## config.mk

```make
export PLATFORM = sky130hd
export DESIGN_NAME = bsg_segment_assembler
export DESIGN_NICKNAME = d
export VERILOG_FILES = /design/src/rtl/bsg_segment_pkg.sv /design/src/rtl/bsg_segment_assembler_chk.sv /design/src/rtl/bsg_segment_assembler_slot.sv /design/src/rtl/bsg_segment_assembler.sv
export SDC_FILE = /design/constraint.sdc
export NUM_CORES = 1
export LEC_CHECK = 0
export CORE_ASPECT_RATIO = 1.25
export CORE_MARGIN = 5
export CORE_UTILIZATION = 40
export DETAILED_ROUTE_END_ITERATION = 10
export PLACE_DENSITY = 0.8
export SLEW_MARGIN = 20
export SYNTH_ARGS = -nofsm -noshare
export SYNTH_HDL_FRONTEND = slang
export SYNTH_SLANG_ARGS = --single-unit
```

## constraint.sdc

```tcl
create_clock -name clk_i -period 3.7 [get_ports clk_i]
set_clock_uncertainty 0.15 [all_clocks]
set_input_delay 0.74 -clock clk_i [delete_from_list [all_inputs] [get_ports clk_i]]
set_output_delay 0.74 -clock clk_i [all_outputs]
set_load 0.02 [all_outputs]
```

## src/rtl/bsg_segment_pkg.sv

```systemverilog
// Shared types and helpers for the segment assembler: FSM state encoding
// and the width of the segment counter.
package bsg_segment_pkg;

  typedef enum logic {
    eFill = 1'b0,
    eFull = 1'b1
  } bsg_seg_asm_state_e;

  function automatic int seg_count_width(input int els);
    return $clog2(els + 1);
  endfunction

endpackage : bsg_segment_pkg

```

## src/rtl/bsg_segment_assembler_chk.sv

```systemverilog
// Nonsynthesizable protocol checks for the segment assembler: dequeue
// without a valid word, and an unstable producer while stalled.
module bsg_segment_assembler_chk #(
  parameter int seg_width_p = 16,
  parameter int els_p       = 4
) (
  input logic                   clk_i,
  input logic                   reset_n_i,
  input logic                   v_i,
  input logic [seg_width_p-1:0] data_i,
  input logic                   ready_o,
  input logic                   v_o,
  input logic                   yumi_i
);

  if (els_p < 2) begin : g_bad_els
    $fatal(1, "bsg_segment_assembler: els_p must be at least 2");
  end

  a_yumi_needs_valid: assert property (@(posedge clk_i) disable iff (!reset_n_i)
    !(yumi_i && !v_o))
    else $error("bsg_segment_assembler: yumi_i asserted while v_o is low");

  a_hold_while_stalled: assert property (@(posedge clk_i) disable iff (!reset_n_i)
    (v_i && !ready_o) |=> (v_i && $stable(data_i)))
    else $warning("bsg_segment_assembler: producer dropped v_i or changed data_i while stalled");

endmodule : bsg_segment_assembler_chk

```

## src/rtl/bsg_segment_assembler_slot.sv

```systemverilog
// One segment-wide storage slot of the assembled word: loads on enable,
// clears asynchronously on reset.
module bsg_segment_assembler_slot #(
  parameter int width_p = 16
) (
  input  logic               clk_i,
  input  logic               reset_n_i,
  input  logic               en_i,
  input  logic [width_p-1:0] data_i,
  output logic [width_p-1:0] data_o
);

  logic [width_p-1:0] r_data;

  // Slot storage; holds unless this slot is the one being written.
  always_ff @(posedge clk_i or negedge reset_n_i) begin
    if (!reset_n_i) begin
      r_data <= '0;
    end else if (en_i) begin
      r_data <= data_i;
    end else begin
      r_data <= r_data;
    end
  end

  assign data_o = r_data;

endmodule : bsg_segment_assembler_slot

```

## src/rtl/bsg_segment_assembler.sv

```systemverilog
// Packs els_p narrow segments into one wide word and presents it on a
// valid/yumi interface; a new word may start filling on the dequeue edge.
module bsg_segment_assembler
  import bsg_segment_pkg::*;
#(
  parameter int seg_width_p = 16,
  parameter int els_p       = 4,
  parameter bit msb_first_p = 1'b0
) (
  input  logic                             clk_i,
  input  logic                             reset_n_i,
  input  logic                             v_i,
  input  logic [seg_width_p-1:0]           data_i,
  output logic                             ready_o,
  output logic                             v_o,
  output logic [els_p*seg_width_p-1:0]     data_o,
  input  logic                             yumi_i,
  output logic [seg_count_width(els_p)-1:0] count_o
);

  localparam int cw_lp = seg_count_width(els_p);
  localparam logic [cw_lp-1:0] last_lp = cw_lp'(els_p - 1);

  bsg_seg_asm_state_e r_state, w_state_n;
  logic [cw_lp-1:0]   r_count, w_count_n;
  logic [cw_lp-1:0]   w_slot;
  logic [els_p-1:0]   w_en;
  logic               w_accept;

  // A full word blocks input unless it is being dequeued this same cycle.
  assign ready_o  = reset_n_i & ((r_state == eFill) | yumi_i);
  assign w_accept = v_i & ready_o;
  assign v_o      = (r_state == eFull);
  assign count_o  = r_count;

  // State and segment counter registers.
  always_ff @(posedge clk_i or negedge reset_n_i) begin
    if (!reset_n_i) begin
      r_state <= eFill;
      r_count <= '0;
    end else begin
      r_state <= w_state_n;
      r_count <= w_count_n;
    end
  end

  // Next-state logic; on dequeue-with-accept the counter restarts at one.
  always_comb begin
    w_state_n = r_state;
    w_count_n = r_count;
    case (r_state)
      eFill: begin
        if (w_accept) begin
          if (r_count == last_lp) begin
            w_state_n = eFull;
            w_count_n = '0;
          end else begin
            w_count_n = r_count + cw_lp'(1);
          end
        end else begin
          w_count_n = r_count;
        end
      end
      eFull: begin
        if (yumi_i) begin
          w_state_n = eFill;
          if (w_accept) begin
            w_count_n = cw_lp'(1);
          end else begin
            w_count_n = '0;
          end
        end else begin
          w_state_n = eFull;
        end
      end
      default: begin
        w_state_n = eFill;
        w_count_n = '0;
      end
    endcase
  end

  // r_count is already zero in eFull, so it names the slot in both states.
  always_comb begin
    w_slot = r_count;
    if (msb_first_p) begin
      w_slot = last_lp - r_count;
    end else begin
      w_slot = r_count;
    end
  end

  for (genvar i = 0; i < els_p; i++) begin : g_slot
    assign w_en[i] = w_accept & (w_slot == cw_lp'(i));

    bsg_segment_assembler_slot #(
      .width_p(seg_width_p)
    ) u_slot (
      .clk_i    (clk_i),
      .reset_n_i(reset_n_i),
      .en_i     (w_en[i]),
      .data_i   (data_i),
      .data_o   (data_o[i*seg_width_p +: seg_width_p])
    );
  end

  bsg_segment_assembler_chk #(
    .seg_width_p(seg_width_p),
    .els_p      (els_p)
  ) u_chk (
    .clk_i    (clk_i),
    .reset_n_i(reset_n_i),
    .v_i      (v_i),
    .data_i   (data_i),
    .ready_o  (ready_o),
    .v_o      (v_o),
    .yumi_i   (yumi_i)
  );

endmodule : bsg_segment_assembler
```

Word-level counts from Yosys, hierarchy flattened:

Index checks and enable logic that the tools add are counted.

* muxes and demuxes: 9
* bitwise gates (word level): 8
* reduce and logical (&&, ||, !) cells: 2
* eq/ne operators: 5
* add/subtract/negate cells: 1

Operators with widths (count)
* 3-bit two-way mux: 3
* 1-bit AND: 6
* 3-bit by 2-bit == test with 1-bit output, second input constant: 2
* 3-bit case mux with 2 select lines: 1
* 1-bit two-way mux: 4
* 2-bit != test, second input constant: 2
* 3-bit by 1-bit adder with 3-bit output, second input constant: 1
* 3-bit by 1-bit == test with 1-bit output, second input constant: 1
* 3-bit logical NOT: 1
* 1-bit case mux with 2 select lines: 1
* 2-bit AND reduction: 1
* 1-bit inverter: 1
* 1-bit OR: 1

* bits of input ports: 20
* logic and storage cells: 31
* flip-flop bits (word level): 68
* output and inout port bits: 69

Depth between registers and ports, before layout:

* depth in word-level cells: 7
* mapped depth: 6
* depth with buffers taken out: 5

By module:

Synthesis repeated with hierarchy kept, for this count alone.

* cells, all modules: 168
* area total of the unflattened synthesis: 2902.8 um2

Modules (own cells, without submodules)
* bsg_segment_assembler_slot: instances 4, cells an instance 34, sequential area each 400.4 um2, area each 649.4 um2
* bsg_segment_assembler: instances 1, cells an instance 32, sequential area each 100.1 um2, area each 305.3 um2

Worst setup path after synthesis:

No wires, ideal clock.

* path type: input-to-output
* from: in yumi_i
* to: out ready_o
* buffers on the path: 0
* cell stages on the path: 2
* data arrival time: 1203 ps
* data required time: 2810 ps
* setup slack: 1607 ps
* path through: or2b_1 > and2_1

* longest elaborated chain between the ends: 2

RTL lines
* start, declared: RTL line bsg_segment_assembler.sv:17 `input logic yumi_i,`
* 1-bit OR: RTL line bsg_segment_assembler.sv:31 `assign ready_o = reset_n_i & ((r_state == eFill) | yumi_i);`
* 1-bit AND: RTL line bsg_segment_assembler.sv:31
* end, declared: RTL line bsg_segment_assembler.sv:14 `output logic ready_o,`

Every way passes these cells.

Final worst setup path:

Ends and elaborated chain as after synthesis.

==> impl_metrics.json <==
{
  "critPathCaptureType": "output pin",
  "tightest_slew_ns": 0.6634,
  "numCtsBuffers": 9,
  "max_slew_margin_pct": 55.67,
  "die_w_um": 83.83,
  "peakVddDrop_v": 0.0004843,
  "power.leakage_nw": 1.660,
  "ios": 89,
  "fp.dieH_um": 102.3,
  "grt_pass1_vias": 1958,
  "htreeDepth": 3,
  "max_stage_delay_ns": 0.53,
  "multi_input_area_um2": 965.9,
  "syn2layout_area_growth_pct": 45.23,
  "max_freq_mhz": 320.0,
  "hold_buffers": 0,
  "route.vias.total": 1716,
  "regArea_um2": 1702,
  "dp_slack_ns": 0.5830,
  "drv_slew": 0,
  "antenna_found_initial": 0,
  "core_um2": 6606,
  "ys_seq_area_share_pct": 62.44,
  "drive_gt1_share_pct": 34.69,
  "start_util_pct": 41.25,
  "rsz0062_at_grt": "false",
  "finalCoreUtilization_pct": 59.91,
  "path_max_fanout": 4,
  "setup_tns_ns": 0,
  "crit_top_cell": "clkdlybuf4s50_1",
  "postRouteAntennaNets": 0,
  "cts_sinks": 68,
  "crit_type": "in2out",
  "fp.dieArea_um2": 8574,
  "synthesis.instances": 166,
  "track_usage_pct": 15.05,
  "clk_latency_ns": 0.34,
  "cts.reportedPaths.clkPinSlew_ns": 0.07,
  "worstPathCellList": "clkdlybuf4s50_1 -> or2b_1 -> and2_1 -> clkdlybuf4s50_1",
  "drc": 0,
  "ys_types": 24,
  "p_per_area_nw_per_um2": 969.0,
  "finalSetupViolCount": 0,
  "place_hpwl_mm": 4.377,
  "crit_arrival_ns": 2.24,
  "grt.overflow.total": 0,
  "run_status": "completed",
  "cts_resized": 0,
  "root_buffer": "clkbuf_8",
  "synth_area_um2": 2725,
  "num_rows": 33,
  "cp_data_required_time_ns": 2.81,
  "worst_slack_ns": 0.5747,
  "drtIter0Drc": 40,
  "synth-seq-cells": 68,
  "start_kind": "input pin",
  "cap_violations": 0,
  "finalNetCount": 290,
  "crit_slowest_cell": "clkdlybuf4s50_1",
  "port_buffers": 88,
  "yosys_warnings": 0,
  "via_per_inst": 4.793,
  "syn_area_per_cell_um2": 16.42,
  "synthesis.nets": 190,
  "dr.pass1.iters": 4,
  "hold_viol": 0,
  "grt_pass1_wl_mm": 9.942,
  "min_path_type": "in2async",
  "cts_max_path_buffers": 2,
  "wl_per_cell_um": 16.97,
  "grt_max_degree": 42,
  "diodes": 0,
  "cts_tree": "done",
  "gp_congestion": 0.7755,
  "wl_mm": 6.074,
  "finalCriticalPeriod_ns": 3.125,
  "cts_setup_buffers": 0,
  "n_fill_cell": 539,
  "fin_crit_sh_pct": 84.47
}
-- layout make-up --
cell class / instances / share of cell area (%)
clock inverter: 6 / 2.814
multi-input combinational: 90 / 24.41
timing repair buffer: 94 / 23.27
inverter: 3 / 0.2845
tap: 87 / 2.751
sequential: 68 / 43.00
clock buffer: 10 / 3.478
-- layout by cell type, fill, tap and decap left out, types with 3 or more instances in the layout --
master | synthesis | final
clkdlybuf4s50_1 | 0 | 87
mux2_2 | 64 | 64
inv_1 | 3 | 3
ha_1 | 4 | 4
dfrtp_1 | 68 | 68
buf_4 | 1 | 6
bufinv_16 | 0 | 3
o21ai_0 | 3 | 3
clkbuf_8 | 0 | 10
-- path summary, 6_finish.rpt --
check / from / to / slack (ns) / cells past startpoint
max: yumi_i / ready_o / 0.57 / 4
min: reset_n_i / g_slot[0].u_slot.data_o[15] / 0.35 / 2
max reg2reg: count_o[0] / g_slot[3].u_slot.data_o[11] / 1.53 / 5
min reg2reg: g_slot[2].u_slot.data_o[10] / g_slot[2].u_slot.data_o[10] / 0.36 / 1
max in group asynchronous: reset_n_i / g_slot[0].u_slot.data_o[5] / 2.65 / 2
min in group clk_i: g_slot[2].u_slot.data_o[10] / g_slot[2].u_slot.data_o[10] / 0.36 / 1
-- through the flow --
step | cells | instance area [um2] | power (mW) | hold slack (ns)
4_1_cts | 358 | 3958 | 3.892 | 0.3338
3_3_place_gp | 342 | 3709 | 3.089 | 0.3370
3_5_place_dp | 342 | 3709 | 3.130 | 0.3452
6_report | 358 | 3958 | 3.835 | 0.3469
5_1_grt | 358 | 3958 | 4.051 | 0.3573
2_1_floorplan | 166 | 2725 | 2.215 | 0.2944
-- state kept, by name, indices dropped and copies added, names as in the netlist --
name,count
count_o,3
g_slot.u_slot.data_o,64
v_o,1
-- worst max-delay path, delay by kind of cell --
kind	cells	cell delay, ns
AND/OR/NAND/NOR	2	0.46
buffers and inverters	2	1.04
-- power by group --
part	switching, mW	internal [mW]
sequential	0.200	1.11
combinational	0.822	0.961
clock	0.279	0.466
total	1.30	2.53
-- cell families (layout without fill, tap and decap cells) --
logic type                 Yosys count  after routing  synth area share, %
DFF                                 68             68                62.44
muxes                               64             64                26.45
adders and majority gates            4              4                1.837
and+or+nand+nor                     13             13                5.005
AOI/OAI and AO/OA                    9              9                2.158
buffers and inverters                8            113                2.112
-- cells in the mapped netlist, drive strengths merged --
cell type	count	share of area (%)
a21boi	2	0.55
a21oi	2	0.37
and2	1	0.23
buf	5	1.7
dfrtp	68	62
ha	4	1.8
inv	3	0.41
mux2	64	26
nand2	2	0.37
nand2b	1	0.23
nand4	2	0.69
nor2	1	0.14
nor2b	2	0.73
nor3	1	0.60
nor4b	2	1.7
o21ai	3	0.55
o311a	1	0.41
o31ai	1	0.28
or2b	1	0.28
-- metal layers --
metal	global-route usage, %	vias to the layer above	share of wire (%)
li1	-	800	-
met1	17.46	842	42
met2	24.43	62	49
met3	7.419	12	8.0
met4	5.322	0	1.5
met5	0	-	0
No activity file was read; power rests on OpenSTA's default activity.
